<file path="config.mk">
export PLATFORM = sky130hd
export DESIGN_NAME = fetch_pc_gen
export DESIGN_NICKNAME = d
export VERILOG_FILES = /design/src/rtl/fetch_pkg.sv /design/src/rtl/fetch_block_decode.sv /design/src/rtl/fetch_pc_gen.sv
export SDC_FILE = /design/constraint.sdc
export NUM_CORES = 1
export LEC_CHECK = 0
export ABC_AREA = 1
export ABC_CLOCK_PERIOD_IN_PS = 2500
export CAP_MARGIN = 30
export CORE_MARGIN = 10
export CORE_UTILIZATION = 44
export CTS_CLUSTER_SIZE = 28
export DETAILED_ROUTE_END_ITERATION = 6
export MAX_ROUTING_LAYER = met4
export PLACE_DENSITY = 0.89
export SLEW_MARGIN = 10
export SYNTH_ARGS = -nofsm -noshare
export SYNTH_HDL_FRONTEND = slang
export SYNTH_SLANG_ARGS = --single-unit
export TNS_END_PERCENT = 1
</file>
<file path="constraint.sdc">
create_clock -name clk -period 2.5 [get_ports clk]
set_clock_uncertainty 0.1 [all_clocks]
set_input_delay 0.75 -clock clk [delete_from_list [all_inputs] [get_ports clk]]
set_output_delay 0.75 -clock clk [all_outputs]
set_load 0.05 [all_outputs]
</file>
<file path="src/rtl/fetch_pkg.sv">
// rtl/fetch_pkg.sv - shared types and helpers for the fetch PC generator
package fetch_pkg;

  // Widest slot index and branch ID the S1 record can carry.
  localparam int SLOT_W_MAX = 8;
  localparam int BID_W_MAX  = 32;

  // Branch ID value meaning "no branch in this slot".
  localparam logic [BID_W_MAX-1:0] BID_NONE = '1;

  // Width of a slot index for a block of n slots (at least one bit).
  function automatic int slot_w(input int n);
    return (n < 2) ? 1 : $clog2(n);
  endfunction

  // Stage-1 record: the block that was fetched and how to format it.
  typedef struct packed {
    logic [30:0]           pc_last;
    logic [SLOT_W_MAX-1:0] start;
    logic [SLOT_W_MAX-1:0] end_slot;
    logic [SLOT_W_MAX-1:0] bslot;
    logic [BID_W_MAX-1:0]  bid;
    logic                  pred;
  } s1_t;

endpackage

</file>
<file path="src/rtl/fetch_block_decode.sv">
// rtl/fetch_block_decode.sv - expands the S1 record into per-slot valid, ID and pred vectors
module fetch_block_decode
  import fetch_pkg::*;
#(
  parameter int NUM_UOPS = 2,
  parameter int BID_W    = 6,
  parameter int SW       = slot_w(NUM_UOPS)
) (
  input  logic [SW-1:0]             start,
  input  logic [SW-1:0]             end_slot,
  input  logic [SW-1:0]             bslot,
  input  logic [BID_W-1:0]          bid,
  input  logic                      pred,
  output logic [NUM_UOPS-1:0]       valid,
  output logic [NUM_UOPS*BID_W-1:0] branch_id,
  output logic [NUM_UOPS-1:0]       branch_pred
);

  localparam logic [BID_W-1:0] NONE = BID_NONE[BID_W-1:0];

  // Each slot is live inside [start, end]; only the branch slot carries the ID and prediction.
  for (genvar i = 0; i < NUM_UOPS; i++) begin : g_slot
    localparam logic [SW-1:0] IDX = SW'(i);
    assign valid[i]                    = (IDX >= start) && (IDX <= end_slot);
    assign branch_id[i*BID_W +: BID_W] = (IDX == bslot) ? bid : NONE;
    assign branch_pred[i]              = pred && (IDX == bslot);
  end

endmodule

</file>
<file path="src/rtl/fetch_pc_gen.sv">
// rtl/fetch_pc_gen.sv - fetch address generator and fetch-block formatter
module fetch_pc_gen
  import fetch_pkg::*;
#(
  parameter int          NUM_UOPS = 2,
  parameter int          BID_W    = 6,
  parameter logic [31:0] RESET_PC = 32'h0
) (
  input  logic                      clk,
  input  logic                      rst,
  input  logic                      IN_write,
  input  logic [31:0]               IN_pc,
  input  logic                      IN_BP_branchFound,
  input  logic                      IN_BP_branchTaken,
  input  logic                      IN_BP_isJump,
  input  logic [31:0]               IN_BP_branchSrc,
  input  logic [31:0]               IN_BP_branchDst,
  input  logic [BID_W-1:0]          IN_BP_branchID,
  input  logic                      IN_BP_multipleBranches,
  input  logic [NUM_UOPS*32-1:0]    IN_instr,
  input  logic                      IN_ready,
  input  logic [31:0]               IN_instrMappingBase,
  input  logic [31:0]               IN_instrMappingMask,
  output logic [31:0]               OUT_pcRaw,
  output logic                      OUT_fetchEn,
  output logic                      OUT_valid,
  output logic [NUM_UOPS*32-1:0]    OUT_pc,
  output logic [NUM_UOPS*32-1:0]    OUT_instr,
  output logic [NUM_UOPS-1:0]       OUT_instrValid,
  output logic [NUM_UOPS*BID_W-1:0] OUT_branchID,
  output logic [NUM_UOPS-1:0]       OUT_branchPred,
  output logic                      OUT_instrMappingMiss
);

  localparam int          SW       = slot_w(NUM_UOPS);
  localparam int          B        = $clog2(NUM_UOPS * 4);
  // Halfword-unit block size and the mask that aligns a halfword pc to a block.
  localparam logic [30:0] BLK_HW   = 31'(NUM_UOPS * 2);
  localparam logic [30:0] ALIGN_HW = ~31'((1 << (B - 1)) - 1);

  logic [30:0] pc;
  logic [30:0] pc_nx;
  s1_t         s1;
  s1_t         s1_nx;
  logic        v1;
  logic        adv0;
  logic        adv2;

  logic [SW-1:0] start_slot;
  logic [SW-1:0] bp_slot;

  logic [NUM_UOPS-1:0]       dec_valid;
  logic [NUM_UOPS*BID_W-1:0] dec_bid;
  logic [NUM_UOPS-1:0]       dec_pred;
  logic [31:0]               blk_base;
  logic [NUM_UOPS*32-1:0]    blk_pc;

  // S2 drains when the decoder takes it or it is empty; S0/S1 move when S1 can hand off.
  assign adv2        = v1 && (!OUT_valid || IN_ready);
  assign adv0        = !v1 || adv2;
  assign OUT_fetchEn = adv0 && !IN_write;
  assign OUT_pcRaw   = {pc, 1'b0};

  assign OUT_instrMappingMiss = |((OUT_pcRaw ^ IN_instrMappingBase) & IN_instrMappingMask);

  assign start_slot = pc[B-2:1];
  assign bp_slot    = IN_BP_branchSrc[B-1:2];

  // Pick the next fetch address and describe the current block from the predictor result.
  always_comb begin
    pc_nx          = (pc & ALIGN_HW) + BLK_HW;
    s1_nx          = '0;
    s1_nx.pc_last  = pc;
    s1_nx.start    = SLOT_W_MAX'(start_slot);
    s1_nx.end_slot = SLOT_W_MAX'(NUM_UOPS - 1);
    s1_nx.bslot    = SLOT_W_MAX'(bp_slot);
    s1_nx.bid      = BID_NONE;
    s1_nx.pred     = 1'b0;
    if (IN_BP_branchFound) begin
      // A not-taken last branch still tags its slot but leaves the block running to the end.
      s1_nx.bid = BID_W_MAX'(IN_BP_branchID);
      if (IN_BP_branchTaken || IN_BP_isJump) begin
        pc_nx          = IN_BP_branchDst[31:1];
        s1_nx.end_slot = SLOT_W_MAX'(bp_slot);
        s1_nx.pred     = 1'b1;
      end else if (IN_BP_multipleBranches) begin
        pc_nx          = IN_BP_branchSrc[31:1] + 31'd2;
        s1_nx.end_slot = SLOT_W_MAX'(bp_slot);
      end
    end
  end

  // Fetch address and stage-1 record; a redirect wins over the predictor and empties S1.
  always_ff @(posedge clk or negedge rst) begin
    if (!rst) begin
      pc <= RESET_PC[31:1];
      s1 <= '0;
      v1 <= 1'b0;
    end else if (IN_write) begin
      pc <= IN_pc[31:1];
      v1 <= 1'b0;
    end else if (adv0) begin
      pc <= pc_nx;
      s1 <= s1_nx;
      v1 <= 1'b1;
    end
  end

  fetch_block_decode #(
    .NUM_UOPS (NUM_UOPS),
    .BID_W    (BID_W),
    .SW       (SW)
  ) u_decode (
    .start       (s1.start[SW-1:0]),
    .end_slot    (s1.end_slot[SW-1:0]),
    .bslot       (s1.bslot[SW-1:0]),
    .bid         (s1.bid[BID_W-1:0]),
    .pred        (s1.pred),
    .valid       (dec_valid),
    .branch_id   (dec_bid),
    .branch_pred (dec_pred)
  );

  assign blk_base = {s1.pc_last & ALIGN_HW, 1'b0};

  for (genvar i = 0; i < NUM_UOPS; i++) begin : g_pc
    assign blk_pc[i*32 +: 32] = blk_base + 32'(4 * i);
  end

  // Output block registers: load on hand-off, hold under back-pressure, drop on redirect.
  always_ff @(posedge clk or negedge rst) begin
    if (!rst) begin
      OUT_valid      <= 1'b0;
      OUT_pc         <= '0;
      OUT_instr      <= '0;
      OUT_instrValid <= '0;
      OUT_branchID   <= {NUM_UOPS{BID_NONE[BID_W-1:0]}};
      OUT_branchPred <= '0;
    end else if (IN_write) begin
      OUT_valid <= 1'b0;
    end else if (adv2) begin
      OUT_valid      <= 1'b1;
      OUT_pc         <= blk_pc;
      OUT_instr      <= IN_instr;
      OUT_instrValid <= dec_valid;
      OUT_branchID   <= dec_bid;
      OUT_branchPred <= dec_pred;
    end else if (IN_ready) begin
      OUT_valid <= 1'b0;
    end
  end

  logic unused_bits;
  assign unused_bits = ^{IN_pc[0], IN_BP_branchSrc[0], IN_BP_branchDst[0],
                         s1.start[SLOT_W_MAX-1:SW], s1.end_slot[SLOT_W_MAX-1:SW],
                         s1.bslot[SLOT_W_MAX-1:SW], s1.bid[BID_W_MAX-1:BID_W]};

endmodule

</file>
==> summary.md <==
| Metric | Value |
|---|---|
| Count of cell types in the netlist | `48` |
| Clk_lat worst skew | `0.43 ns` |
| WS Path Type | `input port to output port` |
| Commonest non-fill, non-tap cell in the layout | `nand2_1` |
| CTS buffer count | `17` |
| DR vias/cell | `around 5.2` |
| CTS max path bufs | `2` |
| Dominant combinational cell family by area after synthesis | `simple AND/OR/NAND/NOR gates` |
| Initial antenna violation count | `3` |
| Non-filler instance count after layout | `2252` |
| Die Width | `roughly 170 um` |
| RSZ-0062 raised after global routing | `true` |
| Port bufs | `407` |
| Crit path DAT | `1.95 ns` |
| GRT Total Usage | `28.03%` |
| Startpoint types | `input port` |
| Synth area leader | `dfrtp_1` |
| Root buffer cell | `clkbuf_16` |
| Setup-failing EPs final | `1` |
| Post-layout min period | `2.798 ns` |
| Worst Setup Slack, final | `-0.2981 ns` |
| Failing checks | `setup timing` |
| Maximum vdd drop | `around 0.00042 V` |
| Design Area, Final | `~16000 um2` |
| Synth Instances | `around 1500` |
| Drc violations | `0` |
| Worst endpoint required time | `about 1.7 ns` |
| Top cells by area, synth | `dfrtp_1, nand2_1, buf_4` |
| Status | `finished with violations` |
| Dpl cells | `2216` |
| Core Util, Final | `roughly two thirds` |
| Total leakage power | `0.008304 uW` |
| Sequential-to-total area share from yosys stat | `around 43%` |
| CTS Sinks | `between 150 and 200` |
| Drt first pass iters | `6` |
| Top Ports | `around 420` |
| Total die area | `30460 um2` |
| Yosys Warn Count | `0` |
| FF+latch count, synth | `about 180` |
| Die span in y | `between 150 and 200 um` |
| Fmax achieved | `~0.36 GHz` |
| Relative slew slack | `between 60 and 70%` |
| Maximum number of pins on one net before global-route repair | `between 100 and 150` |
| Post-placement worst setup slack | `-0.8083 ns` |
| Slew @ Worst Pin | `~0.58 ns` |
| First-pass GRT wire length | `65.74 mm` |
| CTS tree | `yes` |
| Compound-Gate Fraction of Synth Area | `around 9.7%` |
| Synthesized area per cell | `7.122 um2` |
| Initial DRC count | `about 1200` |
| Placed cell areas | `15340 um2` |
| Clk pin slew, worst setup/hold paths | `0.08 ns` |
| Htree depth | `4` |
| Vias | `~12000` |
| Routability Congestion | `slightly below 1` |
| Share of cells above drive strength 1 | `roughly 17%` |
| Slew Limit Fails | `0` |
| Drt total wl | `about 44 mm` |
| Proportion of synthesized area in mux cells | `0%` |
| Post-synthesis adder-cell area fraction | `0.2382%` |
| Synth top area share | `between 40% and 50%` |
| Syn Std Cell Area | `~11000 um2` |
| Cell Rows | `56` |
| WL/cell | `approximately 19 um` |
| Synthesis-to-layout area growth | `53.07%` |
| Max-cap violations | `0` |
| Synth Area in XOR/XNOR | `1.667%` |
| Min-Delay Path Class | `input port to async pin` |
| Initial core utilization | `between 40% and 50%` |
| Power Density | `between 600 and 700 nW/um2` |
| Final worst path period share | `111.9%` |
| Nets@finish | `2157` |
| CP max FO | `2` |
| Core Region | `about 23000 um2` |
| Post-synthesis simple-gate area fraction | `about a third` |
| Dpl hpwl | `approximately 35 mm` |
| Crit path capture type | `output port` |
| Final hold viol count | `0` |
| Number of global-route vias before repair | `between 10000 and 15000` |
| WHS | `0.08062 ns` |
| Cts-stage hold buffer count | `0` |
| Antenna-violating nets left | `0` |
| Aggregate global routing overflow | `0` |
| Most frequent cells in the layout | `nand2_1, clkdlybuf4s50_1, buf_4` |
-- worst max-delay path, cell delays in order --
cell,delay (ns)
buf_6,0.09
or2_4,0.23
a32o_2,0.26
nor3_4,0.18
buf_6,0.15
nand4_1,0.11
buf_6,0.18
-- synthesized netlist by cell type, drive strengths merged --
cell and n:
a211o 1, a21o 1, a21oi 42, a221oi 1, a22o 2, a22oi 1
a31oi 15, a32o 2, a32oi 1, and2 1, buf 94, clkbuf 31
clkinv 2, conb 1, dfrtp 170, dfstp 12, ha 2, inv 95
nand2 604, nand3 88, nand3b 5, nand4 9, nor2 124, nor3 20
nor4 1, o2111ai 2, o211ai 6, o21a 3, o21ai 81, o221ai 1
o22ai 17, o311ai 1, o31ai 2, or2 17, xnor2 6, xor2 14
-- timing repair --
item | in CTS | in global routing
setup endpoints to repair | 56 | 30
cloned | 0 | 0
pin swaps | 26 | 35
buffers inserted | 0 | 1
resized for setup | 128 | 76
-- through the flow --
step / total power, uW / TNS [ns]
global placement: 8039 / -4.823
finish: 10700 / -0.2981
global route: 11130 / -0.3775
CTS: 10720 / -0.3448
floorplan: 6372 / -0.2042
detailed placement: 8127 / -5.869
-- power by group --
group	switching, uW	leakage (uW)	internal (uW)
registers	317	0.00220	3390
logic	2870	0.00581	1420
clock network	1260	0.000294	1440
-- routing by layer --
layer  part of all wire [%]  global-route usage, %
met5                      0                      -
met4                    3.5                  10.31
met3                    8.3                  6.024
met2                     50                  47.30
met1                     38                  32.27
-- logic make-up after synthesis --
logic type / count (synthesis)
AND/OR/NAND/NOR: 869
buffers and inverters: 222
flip-flops: 182
AO/OA/AOI/OAI: 179
XOR/XNOR: 20
adder cells (fa/ha/maj): 2
other: 1
-- state kept, by name (all words and copies together), names as in the netlist, 2 cells and up --
register	cells
OUT_instr	64
OUT_instrValid	2
OUT_branchID	12
OUT_pc	30
blk_base	29
OUT_branchPred	2
s1	10
pc	31
-- path summary, 6_finish.rpt --
path / startpoint / endpoint / slack (ns) / cells after the start
setup / recovery: IN_instrMappingBase[21] / OUT_instrMappingMiss / -0.30 / 7
hold / removal: rst / OUT_instrValid[0] / 0.08 / 1
setup reg to reg: pc[3] / pc[24] / 0.21 / 10
hold reg to reg: blk_base[28] / OUT_pc[60] / 0.37 / 2
max in group asynchronous: rst / OUT_branchID[3] / 1.55 / 2
min in group clk: blk_base[28] / OUT_pc[60] / 0.37 / 2
-- area by class of cell --
cell class / count / area (um2)
Fill cell: 1918 / 7392
Antenna cell: 3 / 7.507
Sequential cell: 182 / 4571
Tap cell: 319 / 399.1
Timing Repair Buffer: 543 / 5097
Clock inverter: 15 / 180.2
Inverter: 97 / 365.4
Multi-Input combinational cell: 1076 / 5035
Clock buffer: 17 / 425.4
(Power assumes the default switching activity.)
